## src/rtl/vga_timing_gen.sv

```systemverilog
// rtl/vga_timing_gen.sv - 640x480@60 VGA timing, pixel clock, registered sync/blank/colour
// x/y feed a combinational video generator; its colour is captured one pixel later with syncs.
module vga_timing_gen #(
  parameter int PIX_DIV  = 2,
  parameter int H_ACTIVE = 640,
  parameter int H_FP     = 16,
  parameter int H_SYNC   = 96,
  parameter int H_BP     = 48,
  parameter int V_ACTIVE = 480,
  parameter int V_FP     = 10,
  parameter int V_SYNC   = 2,
  parameter int V_BP     = 33
) (
  input  logic       clk,
  input  logic       rst_n,
  output logic [9:0] x,
  output logic [9:0] y,
  input  logic [7:0] r,
  input  logic [7:0] g,
  input  logic [7:0] b,
  output logic       vga_clk,
  output logic       vga_hs_n,
  output logic       vga_vs_n,
  output logic       vga_blank_n,
  output logic       vga_sync_n,
  output logic [7:0] vga_r,
  output logic [7:0] vga_g,
  output logic [7:0] vga_b,
  output logic       frame_start
);

  localparam int H_TOTAL = H_ACTIVE + H_FP + H_SYNC + H_BP;
  localparam int V_TOTAL = V_ACTIVE + V_FP + V_SYNC + V_BP;
  localparam int DW      = $clog2(PIX_DIV);

  logic [DW-1:0] div_cnt;
  logic [DW-1:0] div_nxt;
  logic          pix_tick;
  logic          line_end;
  logic          frame_end;
  logic          hs_on;
  logic          vs_on;
  logic          act;
  logic          wrapped;

  assign pix_tick  = (div_cnt == DW'(PIX_DIV - 1));
  assign div_nxt   = pix_tick ? '0 : div_cnt + DW'(1);
  assign line_end  = (x == 10'(H_TOTAL - 1));
  assign frame_end = line_end && (y == 10'(V_TOTAL - 1));

  assign hs_on = (x >= 10'(H_ACTIVE + H_FP)) && (x <= 10'(H_ACTIVE + H_FP + H_SYNC - 1));
  assign vs_on = (y >= 10'(V_ACTIVE + V_FP)) && (y <= 10'(V_ACTIVE + V_FP + V_SYNC - 1));
  assign act   = (x < 10'(H_ACTIVE)) && (y < 10'(V_ACTIVE));

  assign vga_sync_n = 1'b0;

  always_ff @(posedge clk or negedge rst_n) begin
    if (!rst_n) begin
      div_cnt     <= '0;
      vga_clk     <= 1'b0;
      x           <= '0;
      y           <= '0;
      wrapped     <= 1'b0;
      frame_start <= 1'b0;
      vga_hs_n    <= 1'b1;
      vga_vs_n    <= 1'b1;
      vga_blank_n <= 1'b0;
      vga_r       <= '0;
      vga_g       <= '0;
      vga_b       <= '0;
    end else begin
      div_cnt <= div_nxt;
      vga_clk <= (div_nxt >= DW'(PIX_DIV / 2));
      // wrapped marks the clk after x,y return to (0,0); frame_start follows it
      wrapped     <= pix_tick && frame_end;
      frame_start <= wrapped;
      if (pix_tick) begin
        if (line_end) begin
          x <= '0;
          y <= frame_end ? '0 : y + 10'd1;
        end else begin
          x <= x + 10'd1;
        end
        vga_hs_n    <= !hs_on;
        vga_vs_n    <= !vs_on;
        vga_blank_n <= act;
        vga_r       <= act ? r : 8'd0;
        vga_g       <= act ? g : 8'd0;
        vga_b       <= act ? b : 8'd0;
      end
    end
  end

endmodule
```

## config.mk

```make
export PLATFORM = sky130hd
export DESIGN_NAME = vga_timing_gen
export DESIGN_NICKNAME = d
export VERILOG_FILES = /design/src/rtl/vga_timing_gen.sv
export SDC_FILE = /design/constraint.sdc
export NUM_CORES = 1
export LEC_CHECK = 0
export ABC_CLOCK_PERIOD_IN_PS = 3400
export BUFFER_PORTS_ARGS = -buffer_cell sky130_fd_sc_hd__buf_2
export CORE_AREA = 2 2 88 90
export CTS_CLUSTER_SIZE = 8
export DETAILED_ROUTE_END_ITERATION = 6
export DIE_AREA = 0 0 90 92
export RECOVER_POWER = 25
export SYNTH_ARGS = -nofsm -noshare
export SYNTH_HDL_FRONTEND = slang
export SYNTH_SLANG_ARGS = --single-unit
```

## constraint.sdc

```tcl
create_clock -name clk -period 3.4 [get_ports clk]
set_input_delay 0.68 -clock clk [delete_from_list [all_inputs] [get_ports clk]]
set_output_delay 0.68 -clock clk [all_outputs]
set_load 0.02 [all_outputs]
```

## Yosys cells after proc, flatten, opt, wreduce, memory -nomap -nowiden

Cells that the tools add are included.

| storage, ports and cells | value |
|---|---|
| output and inout port bits | 50 |
| bits in read-only memories | 0 |
| bits in writable memories | 0 |
| bits in latches | 0 |
| memories | 0 |
| register bits | 51 |
| word-level logic and storage cells | 38 |
| bits of input ports | 26 |

| operators by class | value |
|---|---|
| multipliers | 0 |
| mux-type cells | 6 |
| shift-type cells | 0 |
| equality and inequality tests | 2 |
| reduce and logical (&&, ||, !) cells | 8 |
| divide/modulo/power cells | 0 |
| add/sub/neg operators | 3 |
| bitwise logic cells | 0 |
| order comparisons | 7 |

Operators with widths:

| kind | number |
|---|---|
| $mux W8 | 3 |
| $add A10 B1 Y10 const B | 2 |
| $eq A10 B10 Y1 const B | 2 |
| $mux W10 | 2 |
| $ge A10 B10 Y1 const B | 1 |
| $ge A10 B9 Y1 const B | 1 |
| $le A10 B10 Y1 const B | 1 |
| $le A10 B9 Y1 const B | 1 |
| $lt A10 B10 Y1 const B | 1 |
| $lt A10 B9 Y1 const B | 1 |
| $logic_and A1 B1 Y1 | 5 |
| $logic_not A1 Y1 | 2 |
| $reduce_and A2 Y1 | 1 |
| $add A1 B1 Y1 const B | 1 |
| $ge A1 B1 Y1 const B | 1 |
| $mux W1 | 1 |

## Depth between registers and ports, before layout

| logic depth | value |
|---|---|
| depth after elaboration | 3 |
| mapped depth | 6 |
| depth with buffers taken out | 6 |

## Worst setup path before layout

Ideal clock, no wire load.

| path | value |
|---|---|
| path kind | register to register |
| start point | reg x[1] |
| end point | reg y[9] |
| path buffers | 0 |
| arrival time | 2.012 ns |
| setup slack | 1.311 ns |
| cell stages (with the launch flop) | 6 |
| cells stage by stage | dfrtp_1 -> ha_1 -> nand4b_1 -> or4_4 -> or4_1 -> a21oi_1 |

| between the ends | value |
|---|---|
| cells in the longest elaborated chain, start to end | 3 |
| elaborated cells between the ends (all ways) | 4 |

RTL lines:

| item | line | RTL |
|---|---|---|
| start, declared | 16 | `output logic [9:0] x,` |
| start signal, assigned | 82 | `x <= x + 10'd1;` |
| $eq A10 B10 Y1 * | 48 | `assign line_end = (x == 10'(H_TOTAL - 1));` |
| $logic_and A1 B1 Y1 | 49 | `assign frame_end = line_end && (y == 10'(V_TOTAL - 1));` |
| $mux W10 | 80 | `y <= frame_end ? '0 : y + 10'd1;` |
| end signal, assigned | 80 |  |
| end, declared | 17 | `output logic [9:0] y,` |

Every way passes the cells marked *; elsewhere a longest branch is shown, timed or not.
A chain may end at the register's enable or synchronous reset.

## Final worst setup path

Ends and elaborated chain as after synthesis.

==> flow_summary_export.csv <==
group,metric,value,unit
status,outcome,"finished, final reports clean",
floorplan,core_region_area,7447,µm²
power_and_ir_drop,worst_ir_drop_vdd,0.0001585,V
worst_setup_path,worst-endpoint-arrival,2330,ps
clocking,hold_buffers,0,
synthesis,yosys-top-cells-area,"dfrtp_1, a22o_1, ha_1",
detailed_routing,detail_route.vias_per_cell,4.726,
cells_and_area,layout_commonest_cell,"buf_2",
detailed_routing,detailedRoute.firstPassIterationCount,4,
timing,post-route-worst-setup-slack,1295,ps
synthesis,cell_taking_the_most_area_after_synthesis,"dfrtp_1",
worst_setup_path,worstPathRequired,3620,ps
detailed_routing,avgRoutedWirePerCell,14.03,µm
cells_and_area,final_area,2695,µm²
clocking,max-clock-path-buffers,2,
global_route,first_global_vias,1547,
worst_setup_path,cpMaxStageDelayCell,"or4_4",
global_route,grtUsageTotal,11.91,%
synthesis,synth_xor_area_share,3.682,%
cells_and_area,finalNonFillerCells,358,
placed_design,post-place-cells,350,
clocking,cts_resized,0,
cells_and_area,syn2layout_area_growth,25.89,%
floorplan,placementRows,32,
power_and_ir_drop,powerDensity,391.6,nW/µm²
placed_design,placedInstanceArea,2601,µm²
clocking,cts_root_buffer,"clkbuf_8",
worst_setup_path,max_stage_delay,570,ps
global_route,total_global_routing_overflow,0,
job,timing.max_cap.violations,0,
synthesis,synth_top_family_by_area,"compound AO/OA/AOI/OAI gates",
worst_hold_path,holdCritPathClass,"reg -> reg",
clocking,clock_insertion_delay_worst_skew,300,ps
detailed_routing,wirelength,5.024,mm
timing,worst_pin_slew,1390,ps
timing,finClkSkew,9.897,ps
synthesis,synth-adder-area-share,2.922,%
timing,rsz0062_at_grt,"no",
placed_design,detailedPlace.worstSlack,1335,ps
clocking,post_cts_buffers,0,
clocking,cts_max_level,2,
floorplan,start_util,28.75,%
synthesis,synth-compound-area-share,15.60,%
detailed_routing,highest_layer,"met4",
detailed_routing,dr_wl_met3,203,µm
global_route,antenna_found_initial,0,
clocking,cts.sink_count,50,
placed_design,io_buffer_count,74,
cells_and_area,post-route-util,36.19,%
synthesis,yosys.cell_types.count,39,
worst_setup_path,timing.critical_path.fanout_max,7,
timing,report.final.slew_viol_count,0,
synthesis,post_synth_mux_area_share,0.9936,%
synthesis,yosysWarningCount,0,
detailed_routing,met2WireLength,2.349,mm
timing,slew_headroom,7.318,%
synthesis,yosys.area.top_type_share,56.11,%
cells_and_area,design.final.nets,286,
synthesis,syn_avg_cell_area,11.76,µm²
floorplan,floorplan.die_area,8280,µm²
worst_setup_path,timing.critical_path.from_type,"flop",
synthesis,syn-instance-count,182,
detailed_routing,vias,1692,
detailed_routing,detail_route.iter0.violations,127,
detailed_routing,drtAntennaViolNets,0,
cells_and_area,num_antenna_cells,0,
floorplan,floorplan.die.width,90,µm
floorplan,io_pins,76,
clocking,clock_tree_from_tritoncts,"built",
floorplan,die-height,92,µm
synthesis,synth_fp_nets,213,
global_route,grt_max_degree,28,
detailed_routing,drc,0,
synthesis,synth_seq_cells,50,
timing,timing.setup.tns,0,ps
timing,hold_violations,0,
synthesis,syn_area,2141,µm²
timing,final.period_utilization,61.92,%
power_and_ir_drop,report.power.total,1.055,mW
worst_setup_path,critical_path.endpoint_type,"flop",
timing,post-route-min-period,2105,ps
synthesis,synth_sequential_area_ratio,58.56,%
synthesis,post_synth_and_or_nand_nor_area_fraction,14.73,%
worst_setup_path,cp_cell_sequence,"ha_1, nand4b_1, or4_4, or4_1, a21oi_1",
detailed_routing,wl_met1,2.452,mm
cells_and_area,commonest_non_fill_non_tap_cells_in_the_layout,"buf_2, dfrtp_1, a22o_1, nand3_1, nor2_1",
timing,max_freq,475.0,MHz
global_route,grt_first_pass_wirelength,7.955,mm
power_and_ir_drop,p_leak,1.342,nW
worst_setup_path,critical_path_class,"reg -> reg",
placed_design,gp_congestion,0.8034,
cells_and_area,post_route_cells_drive_above_1_share,33.98,%
timing,fin_hold_ws,356.8,ps
timing,finalSetupViolations,0,
clocking,tritoncts.num_buffers,5,
clocking,clkTransAtPathRegs,90,ps
placed_design,dp_hpwl,3.617,mm
[critical path, delay by kind of cell, from the launching register on]
family,cells,cell delay [ps]
compound gates,1,150
fa+ha+maj,1,300
flops,1,390
simple gates,3,1210
[synth_stat cells, drive strengths merged]
cell / number
a21oi: 2
and4b: 2
nand2: 8
or2: 1
a31oi: 2
nor3: 4
and3: 3
clkbuf: 7
and4: 1
a21o: 2
or4: 2
dfstp: 2
nor4b: 1
buf: 2
a22o: 27
xor2: 4
clkinv: 1
nand4b: 1
nor4bb: 1
xnor2: 5
dfrtp: 48
mux2: 1
o31ai: 1
nand4: 5
ha: 5
and2: 2
a221o: 1
inv: 6
mux2i: 1
nand3: 12
nor4: 3
o211ai: 1
nor2: 9
conb: 1
o21ai: 7
nor2b: 1
[flip-flops by register name (all words and copies together), names as in the netlist]
register	count
x	10
y	10
vga_b	8
vga_g	8
vga_r	8
div_cnt	1
frame_start	1
vga_blank_n	1
vga_hs_n	1
vga_vs_n	1
wrapped	1
[path summary, 6_finish.rpt]
check,slack [ps],depth (start not counted),from,endpoint
max reg2reg,1290,5,x[1]$_DFFE_PN0P_,y[9]$_DFFE_PN0P_
min,360,0,wrapped$_DFF_PN0_,frame_start$_DFF_PN0_
max in group asynchronous,1650,2,rst_n,vga_hs_n$_DFFE_PN1P_
max,1290,5,x[1]$_DFFE_PN0P_,y[9]$_DFFE_PN0P_
min reg2reg,360,0,wrapped$_DFF_PN0_,frame_start$_DFF_PN0_
min in group asynchronous,680,1,rst_n,y[0]$_DFFE_PN0P_
[report_power, final]
| group | leakage, nW | internal (mW) | switching (mW) |
|---|---|---|---|
| clock network | 0.0489 | 0.169 | 0.197 |
| registers | 0.616 | 0.609 | 0.00731 |
| logic | 0.677 | 0.0304 | 0.0440 |
[layer usage]
| metal | vias to the layer above | GRT usage (%) |
|---|---|---|
| met5 | - | 0 |
| met1 | 835 | 17.07 |
| li1 | 816 | - |
| met2 | 39 | 18.23 |
| met3 | 2 | 2.958 |
| met4 | 0 | 2.692 |
[final cells by class]
type	count	area (µm²)
timing repair buffer	75	376.6
multi-input combinational	116	815.8
sequential	50	1254
fill	778	4752
clock buffer	7	86.33
clock inverter	1	8.758
tap	102	127.6
inverter	7	26.28
[cells by family (layout without fill, tap and decap cells)]
logic type,Yosys count,count (layout)
compound gates,43,43
buf+inv,16,90
mux,2,2
flops,50,50
other cells,1,1
xor+xnor,9,9
fa+ha+maj,5,5
simple gates,56,56
(Power assumes the default switching activity.)
